[src/rtl/uart_pkg.sv]
// Shared UART framing definitions: bit timing, default sync marker, parser states.
package uart_pkg;

   localparam int unsigned CLK_PER_BIT    = 87;
   localparam logic [7:0]  SYNC_BYTE_DFLT = 8'hA5;

   // Frame parser states.
   typedef enum logic [1:0] {
      HUNT    = 2'd0,
      LEN     = 2'd1,
      PAYLOAD = 2'd2,
      CHECK   = 2'd3
   } parser_state_t;

endpackage

[src/rtl/uart_frame_fifo.sv]
// Payload buffer with a tentative write pointer that can be committed or rewound.
// Only entries below the commit pointer are visible to the reader.
module uart_frame_fifo #(
   parameter int unsigned DEPTH = 32
) (
   input  logic       clk,
   input  logic       rst_n,
   input  logic       wr_en,
   input  logic [8:0] wr_data,
   input  logic       commit,
   input  logic       rewind,
   input  logic       rd_en,
   output logic       rd_valid,
   output logic [8:0] rd_data,
   output logic       full
);

   localparam int unsigned AW = $clog2(DEPTH);
   localparam int unsigned PW = AW + 1;

   logic [8:0]    mem [DEPTH];
   logic [PW-1:0] wp_t;
   logic [PW-1:0] wp_c;
   logic [PW-1:0] rp;
   logic [PW-1:0] fill;
   logic          wr_fire;

   assign fill     = wp_t - rp;
   assign full     = (fill == PW'(DEPTH));
   assign rd_valid = (rp != wp_c);
   assign wr_fire  = wr_en & ~full;
   assign rd_data  = rd_valid ? mem[rp[AW-1:0]] : '0;

   // Storage array; no reset, reads are masked until data is committed.
   always_ff @(posedge clk) begin
      if (wr_fire) begin
         mem[wp_t[AW-1:0]] <= wr_data;
      end
   end

   // Pointer updates; a rewind only moves wp_t so committed data stays intact.
   always_ff @(posedge clk or negedge rst_n) begin
      if (!rst_n) begin
         wp_t <= '0;
         wp_c <= '0;
         rp   <= '0;
      end else begin
         if (rewind) begin
            wp_t <= wp_c;
         end else if (wr_fire) begin
            wp_t <= wp_t + 1'b1;
         end
         if (commit) begin
            wp_c <= wp_t;
         end
         if (rd_en && rd_valid) begin
            rp <= rp + 1'b1;
         end
      end
   end

endmodule

[src/rtl/uart_rx_frame_parser.sv]
// Frame parser behind the UART receiver: SYNC, LEN, payload, CHK.
// Payload is released downstream only once the XOR checksum matches.
module uart_rx_frame_parser
   import uart_pkg::*;
#(
   parameter int unsigned MAX_LEN      = 16,
   parameter logic [7:0]  SYNC_BYTE    = SYNC_BYTE_DFLT,
   parameter int unsigned TIMEOUT_CLKS = 20 * CLK_PER_BIT,
   parameter int unsigned DEPTH        = 2 * MAX_LEN
) (
   input  logic       clk,
   input  logic       rst_n,
   input  logic       i_rx_dv,
   input  logic [7:0] i_rx_byte,
   output logic       o_pl_valid,
   output logic [7:0] o_pl_data,
   output logic       o_pl_last,
   input  logic       i_pl_ready,
   output logic       o_frame_ok,
   output logic       o_frame_err,
   output logic       o_busy
);

   localparam int unsigned TW = $clog2(TIMEOUT_CLKS + 1);

   parser_state_t state;
   logic          dv_q;
   logic          stb;
   logic [7:0]    len;
   logic [7:0]    cnt;
   logic [7:0]    chk;
   logic [TW-1:0] tmo_cnt;
   logic          tmo_hit;
   logic          len_ok;
   logic          last_byte;

   logic          fifo_wr;
   logic          fifo_commit;
   logic          fifo_rewind;
   logic          fifo_full;
   logic [8:0]    fifo_rd_data;

   assign stb       = i_rx_dv & ~dv_q;
   assign len_ok    = (i_rx_byte != 8'd0) && (i_rx_byte <= 8'(MAX_LEN));
   assign last_byte = (cnt == len - 8'd1);
   assign tmo_hit   = (state != HUNT) && !stb && (tmo_cnt == TW'(TIMEOUT_CLKS - 1));
   assign o_busy    = (state != HUNT);

   // Edge detect on the receiver strobe so a held dv yields one byte.
   always_ff @(posedge clk or negedge rst_n) begin
      if (!rst_n) begin
         dv_q <= 1'b0;
      end else begin
         dv_q <= i_rx_dv;
      end
   end

   // Buffer control decoded in the stb cycle so pointers move with the FSM.
   always_comb begin
      fifo_wr     = 1'b0;
      fifo_commit = 1'b0;
      fifo_rewind = tmo_hit;
      if (stb) begin
         case (state)
            PAYLOAD: begin
               if (fifo_full) begin
                  fifo_rewind = 1'b1;
               end else begin
                  fifo_wr = 1'b1;
               end
            end
            CHECK: begin
               if (i_rx_byte == chk) begin
                  fifo_commit = 1'b1;
               end else begin
                  fifo_rewind = 1'b1;
               end
            end
            default: ;
         endcase
      end
   end

   // Frame FSM with checksum, length counter, timeout and registered ok/err pulses.
   always_ff @(posedge clk or negedge rst_n) begin
      if (!rst_n) begin
         state       <= HUNT;
         len         <= '0;
         cnt         <= '0;
         chk         <= '0;
         tmo_cnt     <= '0;
         o_frame_ok  <= 1'b0;
         o_frame_err <= 1'b0;
      end else begin
         o_frame_ok  <= 1'b0;
         o_frame_err <= 1'b0;

         if (state == HUNT || stb || tmo_hit) begin
            tmo_cnt <= '0;
         end else begin
            tmo_cnt <= tmo_cnt + 1'b1;
         end

         case (state)
            HUNT: begin
               if (stb && i_rx_byte == SYNC_BYTE) begin
                  state <= LEN;
               end
            end
            LEN: begin
               if (stb) begin
                  if (len_ok) begin
                     len   <= i_rx_byte;
                     chk   <= i_rx_byte;
                     cnt   <= '0;
                     state <= PAYLOAD;
                  end else begin
                     o_frame_err <= 1'b1;
                     state       <= HUNT;
                  end
               end else if (tmo_hit) begin
                  o_frame_err <= 1'b1;
                  state       <= HUNT;
               end
            end
            PAYLOAD: begin
               if (stb) begin
                  if (fifo_full) begin
                     o_frame_err <= 1'b1;
                     state       <= HUNT;
                  end else begin
                     chk <= chk ^ i_rx_byte;
                     cnt <= cnt + 8'd1;
                     if (last_byte) begin
                        state <= CHECK;
                     end
                  end
               end else if (tmo_hit) begin
                  o_frame_err <= 1'b1;
                  state       <= HUNT;
               end
            end
            CHECK: begin
               if (stb) begin
                  if (i_rx_byte == chk) begin
                     o_frame_ok <= 1'b1;
                  end else begin
                     o_frame_err <= 1'b1;
                  end
                  state <= HUNT;
               end else if (tmo_hit) begin
                  o_frame_err <= 1'b1;
                  state       <= HUNT;
               end
            end
            default: state <= HUNT;
         endcase
      end
   end

   uart_frame_fifo #(
      .DEPTH (DEPTH)
   ) u_fifo (
      .clk      (clk),
      .rst_n    (rst_n),
      .wr_en    (fifo_wr),
      .wr_data  ({last_byte, i_rx_byte}),
      .commit   (fifo_commit),
      .rewind   (fifo_rewind),
      .rd_en    (i_pl_ready),
      .rd_valid (o_pl_valid),
      .rd_data  (fifo_rd_data),
      .full     (fifo_full)
   );

   assign o_pl_data = fifo_rd_data[7:0];
   assign o_pl_last = fifo_rd_data[8];

endmodule

[config.mk]
export PLATFORM = sky130hd
export DESIGN_NAME = uart_rx_frame_parser
export DESIGN_NICKNAME = d
export VERILOG_FILES = /design/src/rtl/uart_pkg.sv /design/src/rtl/uart_frame_fifo.sv /design/src/rtl/uart_rx_frame_parser.sv
export SDC_FILE = /design/constraint.sdc
export NUM_CORES = 1
export LEC_CHECK = 0
export ABC_AREA = 1
export CAP_MARGIN = 20
export CORE_MARGIN = 2
export CORE_UTILIZATION = 61
export CTS_BUF_LIST = sky130_fd_sc_hd__clkbuf_8
export DETAILED_ROUTE_END_ITERATION = 8
export PLACE_DENSITY = 0.78
export SETUP_SLACK_MARGIN = 0.15
export SYNTH_ARGS = -nofsm -noshare
export SYNTH_HDL_FRONTEND = slang
export SYNTH_SLANG_ARGS = --single-unit
[constraint.sdc]
create_clock -name clk -period 4 [get_ports clk]
set_input_delay 0.4 -clock clk [delete_from_list [all_inputs] [get_ports clk]]
set_output_delay 0.4 -clock clk [all_outputs]
set_load 0.005 [all_outputs]
# Word level (Yosys, flattened, before mapping)
# Memories as Yosys holds them, arrays and structs flattened.
# Cells that the tools add are included.
word_totals:
  register_bits: 58
  mem_bits_rw: 288
  in_bits: 12
  output_inout_bits: 13
  wordCells: 100
  n_memories: 1
classes:
  addsub: 6
  order_cmp: 1
  n_eq_ne: 15
  muxes: 45
  bitwise: 5
  n_reduce_logical: 16
mem_list:
  columns: ["name", "words", "word_bits", "read_ports", "rd_ports_with_merged_regs", "wr", "line", "text"]
  rows:
  - ["u_fifo.mem", 32, 9, 1, 0, 1, "uart_frame_fifo.sv:21", "logic [8:0] mem [DEPTH];"]
op_table:
  columns: ["op", "count"]
  rows:
  - ["$mux W8", 8]
  - ["$pmux W8 S2", 2]
  - ["$mux W1", 20]
  - ["$eq A8 B8 Y1", 2]
  - ["$mux W2", 8]
  - ["$add A6 B1 Y6 const B", 2]
  - ["$mux W6", 2]
  - ["$add A11 B1 Y11 const B", 1]
  - ["$eq A11 B11 Y1 const B", 1]
  - ["$mux W11", 1]
  - ["$mux W9", 1]
  - ["$add A8 B1 Y8 const B", 1]
  - ["$eq A8 B8 Y1 const B", 1]
  - ["$le A8 B5 Y1 const B", 1]
  - ["$ne A2 B2 Y1 const B", 4]
  - ["$pmux W2 S4", 1]
  - ["$reduce_bool A8 Y1", 1]
  - ["$sub A8 B1 Y8 const B", 1]
  - ["$xor A8 B8 Y8", 1]
  - ["$eq A6 B6 Y1 const B", 1]
  - ["$ne A6 B6 Y1", 1]
  - ["$reduce_bool A2 Y1", 3]
  - ["$sub A6 B6 Y6", 1]
  - ["$logic_and A1 B1 Y1", 5]
  - ["other kinds (14)", 18]

# Depth between registers and ports, before layout
logic_depth:
  depth_word: 9
  ltp_mapped: 16
  ltp_nobuf: 13

# Hierarchy
# Synthesis repeated with hierarchy kept, for this count alone.
hier_totals:
  cells_unflattened: 1450
  hier_area_um2: 15302.2
by_module_without_submodules:
  columns: ["mod", "instances", "cells_per_inst", "area_per_inst_um2", "seq_area_each_um2"]
  rows:
  - ["uart_frame_fifo", 1, 1110, 12826.1, 9098.7]
  - ["uart_rx_frame_parser", 1, 340, 2476.1, 1001.0]

# Worst setup path after synthesis
# OpenSTA, ideal clock, no wires.
synth_timing:
  path_kind: "reg-to-reg"
  from: "reg u_fifo.rp[3]"
  to: "mem u_fifo.mem[31][0] (enable)"
  setup_ps: 389
  arrival_time_ps: 2440
  t_required_ps: 3611
  slack_ps: 1171
  stages_incl_launch_ff: 12
  n_path_buf: 2
  period_less_slack_ps: 2829
  path_cell_list: "dfrtp_1 inv_1 clkbuf_1 ha_1 nor2_1 nand2_1 nand3_1 nor2_4 nand2_4 nand2_4 buf_4 nor3b_1"
synth_between:
  elab_chain_cells: 8
  word_cells_on_any_way: 9
  cone_classes: "add/sub: 1; eq/ne: 1; mux: 5; bitwise: 2"
synth_rtl:
  columns: ["element", "line", "text"]
  rows:
  - ["from (decl)", "uart_frame_fifo.sv:24", "logic [PW-1:0] rp;"]
  - ["from (signal assigned)", "uart_frame_fifo.sv:57", "rp <= rp + 1'b1;"]
  - ["$sub A6 B6 Y6 *", "uart_frame_fifo.sv:28", "assign fill = wp_t - rp;"]
  - ["$eq A6 B6 Y1 *", "uart_frame_fifo.sv:29", "assign full = (fill == PW'(DEPTH));"]
  - ["$mux W1", "uart_rx_frame_parser.sv:66", "if (fifo_full) begin"]
  - ["$mux W1", "uart_rx_frame_parser.sv:64", "case (state)"]
  - ["$mux W1", "uart_rx_frame_parser.sv:63", "if (stb) begin"]
  - ["$and A1 B1 Y1 *", "uart_frame_fifo.sv:31", "assign wr_fire = wr_en & ~full;"]
  - ["$mux W1 *", "uart_frame_fifo.sv:36", "if (wr_fire) begin"]
  - ["$mux W1 (not written as such) *", "uart_frame_fifo.sv:37", "mem[wp_t[AW-1:0]] <= wr_data;"]
  - ["to (decl)", "uart_frame_fifo.sv:21", null]
# Every way passes the cells marked *; elsewhere a longest branch is shown, timed or not.

# Worst setup path after layout
layout_timing:
  from: "reg u_fifo.rp[0]"
  to: "out o_pl_data[5]"
layout_between:
  elab_chain_cells: 2
  word_cells_on_any_way: 3
  cone_classes: "eq/ne: 1; mux: 1; memory: 1"
layout_rtl:
  columns: ["element", "line", "text"]
  rows:
  - ["$mem_v2 Z32 W9 or $ne A6 B6 Y1 (tied branches)", null, null]
  - ["$mux W9 *", "uart_frame_fifo.sv:32", "assign rd_data = rd_valid ? mem[rp[AW-1:0]] : '0;"]
  - ["to (decl)", "uart_rx_frame_parser.sv:16", "output logic [7:0] o_pl_data,"]
# Marked as above.

==> impl_results.md <==
- Setup TNS: 0 ns
- Layout area overhead: 11.2%
- CP Cell Sequence: buf_4, o21ai_0, o22ai_1, nand2_1, nand3_1, o21ai_0, nor2_1, clkdlybuf4s50_1
- Initial antenna violation count: 0
- Seq pwr share: 0.396
- Met2 Use GR: 0.465
- CP delay by family, top: buffers and inverters
- Residual DRC: 0
- WP data required: approximately 3.6 ns
- IO Count: 25
- Clk_lat worst skew: 0.58 ns
- Final setup viols: 0
- Final antenna-violating net count: 0
- Slew HR: 0.359
- Routed vias/inst: about 6
- Register Area: 10100 µm²
- Crit share post-route: 0.914
- GP Congestion: 0.859
- Hpwl dp: roughly 23000 µm
- Worst VDD drop: between 0.0004 and 0.0005 V
- Mapped Area: between 15000 and 20000 µm²
- MaxCap Viol Count: 0
- R2R setup slack: about 0.74 ns
- Drt wl/cell: around 21 µm
- Number of fill cells: around 1700
- RSZ-0062 raised after global routing: no
- Layout cells sized above 1: 0.0959
- Fin crit period: about 3.7 ns
- Buffers added on ports: 24
- Largest net degree at the start of global routing: 83
- Floorplan core area: roughly 24000 µm²
- Rows: 57
- Int Pwr: around 6.7 mW
- Final worst-path setup slack: ~0.35 ns
- Levels on crit path: 8
- Total Routed Length: 37000 µm
- Combinational power share: 0.334
- DIE AREA: 26000 µm²
- Die Wd: between 150 and 200 µm
- First-pass GRT wire length: roughly 57000 µm
- CTS H-tree lvls: 2
- Worst r2r path cells: 9
- Most frequent cells in the layout: edfxtp_1, nor2_1, nand2_1, o21ai_0, inv_1
- Layout Skew: between 0.015 and 0.02 ns
- Worst r2r src: u_fifo.rp[2]
- Clk pin slew, worst setup/hold paths: 0.07 ns
- GRT overflow: 0
- Lkg Pwr: 6.20 nW
- Die Ht: 161 µm
- Crit path max fanout: 36
- Pre-antenna DRT Iters: 8
- All-Layer GR Usage: 0.289
- Post-synth EDFFs: roughly 290
- CP Launch Point: u_fifo.rp[0]
- Average cell area after synthesis: 10.9 µm²
- Slowest stage cell, crit path: dfrtp_4
- WS Path Type: flip-flop to output port
- PwrDens: between 600 and 700 nW/µm²
- P_sw: approximately 3.8 mW
- Commonest non-fill, non-tap cell in the layout: edfxtp_1
- WHS: around 0.29 ns
- CP most frequent cell: o21ai_0
- Final Hold Vio Count: 0
- Grt met1 use: 0.401
- Critical path arrival: between 3 and 4 ns
- Ys flop type: edfxtp_1
- Register area share after synthesis: 0.670
- Final Max Slew Viols: 0
- Root Buffer: clkbuf_8
- Outcome: complete, no violations
- GR peak layer: met2
- Hold Crit Depth: 1
- Initial Util: 0.620
- Critical path startpoint category: flip-flop
- Clk buf depth: 3
- DR vias: 10700
- WP buf/inv: 2
- R2r endpoint: u_fifo.mem[30][1]
- Yosys cell types: 33
- Footprint of the multi-input gates: about 4300 µm²
- Starting DRT DRC Count: around 1400
- Setup Slack @ Placement: approximately 0.70 ns
- Syn_nets: ~1400
- Switching Share: 0.363
- Vias in the first global route: slightly above 10000
- Setup crit end: o_pl_data[5]
- Final #Nets: ~1500
- Crit-path max cell delay: about 0.65 ns
- Max Fclk: 274 MHz
- Antenna Cells: 0
- Flops & latches, synth: approximately 350
- FFs w/ async S/R, synth: 0.168
- Post-Synthesis Cells: 1381
- CTS buffer count: between 50 and 60
- Clock sinks: around 350
- Hold Crit Class: input pin to flip-flop
- Worst-margin pin slew: about 0.96 ns
- YS warnings: 0
- Worst Setup End Kind: output port
- TritonCTS clock tree: built
- Clock network power share: 0.269
- Met3 usage: 0.0596
## cell type report
cell class | count | area share
clock buffer | 54 | 0.0444
clock inverter | 38 | 0.0160
inverter | 72 | 0.0166
multi-input combinational | 895 | 0.260
sequential | 346 | 0.603
tap | 324 | 0.0242
timing repair buffer | 65 | 0.0362
## cells in the mapped netlist (all sizes together) (3+ instances only)
| cell | instances | share of area |
|---|---|---|
| clkbuf | 38 | 0.0095 |
| edfxtp | 288 | 0.57 |
| nand3 | 78 | 0.026 |
| o22ai | 42 | 0.017 |
| nor2 | 275 | 0.071 |
| nor3 | 11 | 0.0037 |
| dfrtp | 58 | 0.096 |
| inv | 72 | 0.018 |
| xor2 | 24 | 0.014 |
| o211ai | 18 | 0.0090 |
| or2 | 4 | 0.0017 |
| buf | 30 | 0.014 |
| nand2 | 199 | 0.053 |
| xnor2 | 8 | 0.0046 |
| a21oi | 19 | 0.0066 |
| ha | 13 | 0.011 |
| nand4 | 17 | 0.0071 |
| o21ai | 176 | 0.058 |
| o32ai | 3 | 0.0017 |
| nor3b | 4 | 0.0020 |
## routing by layer
layer | part of all wire | up-vias
li1 | - | 4924
met3 | 0.097 | 80
met4 | 0.029 | 0
met1 | 0.39 | 5125
met5 | 0 | -
met2 | 0.48 | 574
## metrics by stage
| stage | util | std cells | cell area [µm²] | power, mW |
|---|---|---|---|---|
| 2_1_floorplan | - | 1381 | 15100 | 6.47 |
| 3_3_place_gp | 0.646 | 1700 | 15700 | 7.62 |
| 3_5_place_dp | 0.646 | 1700 | 15700 | 7.69 |
| 4_1_cts | 0.688 | 1793 | 16700 | 10.5 |
| 5_1_grt | 0.689 | 1794 | 16800 | 11.1 |
| 6_report | 0.689 | 1794 | 16800 | 10.6 |
## worst reg2reg max path, delay by kind of cell (launching register included)
family | cells | cell delay [ns]
adder cells (fa/ha/maj) | 1 | 0.33
AO/OA/AOI/OAI | 1 | 0.17
flip-flops | 1 | 0.71
AND/OR/NAND/NOR | 5 | 1.35
buffers and inverters | 2 | 0.34
## registers in the layout, summed over array words and instances, names as in the netlist
| signal | flops |
|---|---|
| u_fifo.mem | 288 |
| tmo_cnt | 11 |
| chk | 8 |
| cnt | 8 |
| len | 8 |
| u_fifo.rp | 6 |
| u_fifo.wp_c | 6 |
| u_fifo.wp_t | 6 |
| state | 2 |
| dv_q | 1 |
| o_frame_err | 1 |
| o_frame_ok | 1 |
## power groups by stage
stage	combinational [mW]	sequential (mW)	clock (mW)
2_1_floorplan	2.33	4.14	0
3_3_place_gp	3.35	4.27	0
3_5_place_dp	3.41	4.28	0
4_1_cts	3.44	4.21	2.87
5_1_grt	3.86	4.21	3.03
6_report	3.53	4.19	2.85
## logic make-up after synthesis
logic type	count (synthesis)	synth area share
and+or+nand+nor	591	0.165
DFF	346	0.670
AOI/OAI and AO/OA	259	0.0936
buffers and inverters	140	0.0414
xor gates and xnor gates	32	0.0186
adders and majority gates	13	0.0108
## timing repair
item / in CTS / in global routing
hold buffers: 1 / 0
hold endpoints to repair: 28 / 0
gates cloned: 0 / 0
gates resized for setup: 1 / 2
setup buffers: 0 / 1
setup endpoints to repair: 1 / 2
## how the worst min path moves through the flow
stage                     from         end  slack [ns]
global placement    tmo_cnt[0]  tmo_cnt[0]        0.45
floorplan                rst_n      chk[0]        0.10
detailed placement  tmo_cnt[0]  tmo_cnt[0]        0.45
global route           i_rx_dv        dv_q        0.29
CTS                    i_rx_dv        dv_q        0.27
finish                 i_rx_dv        dv_q        0.29
Power figures use the tool's default switching activity.
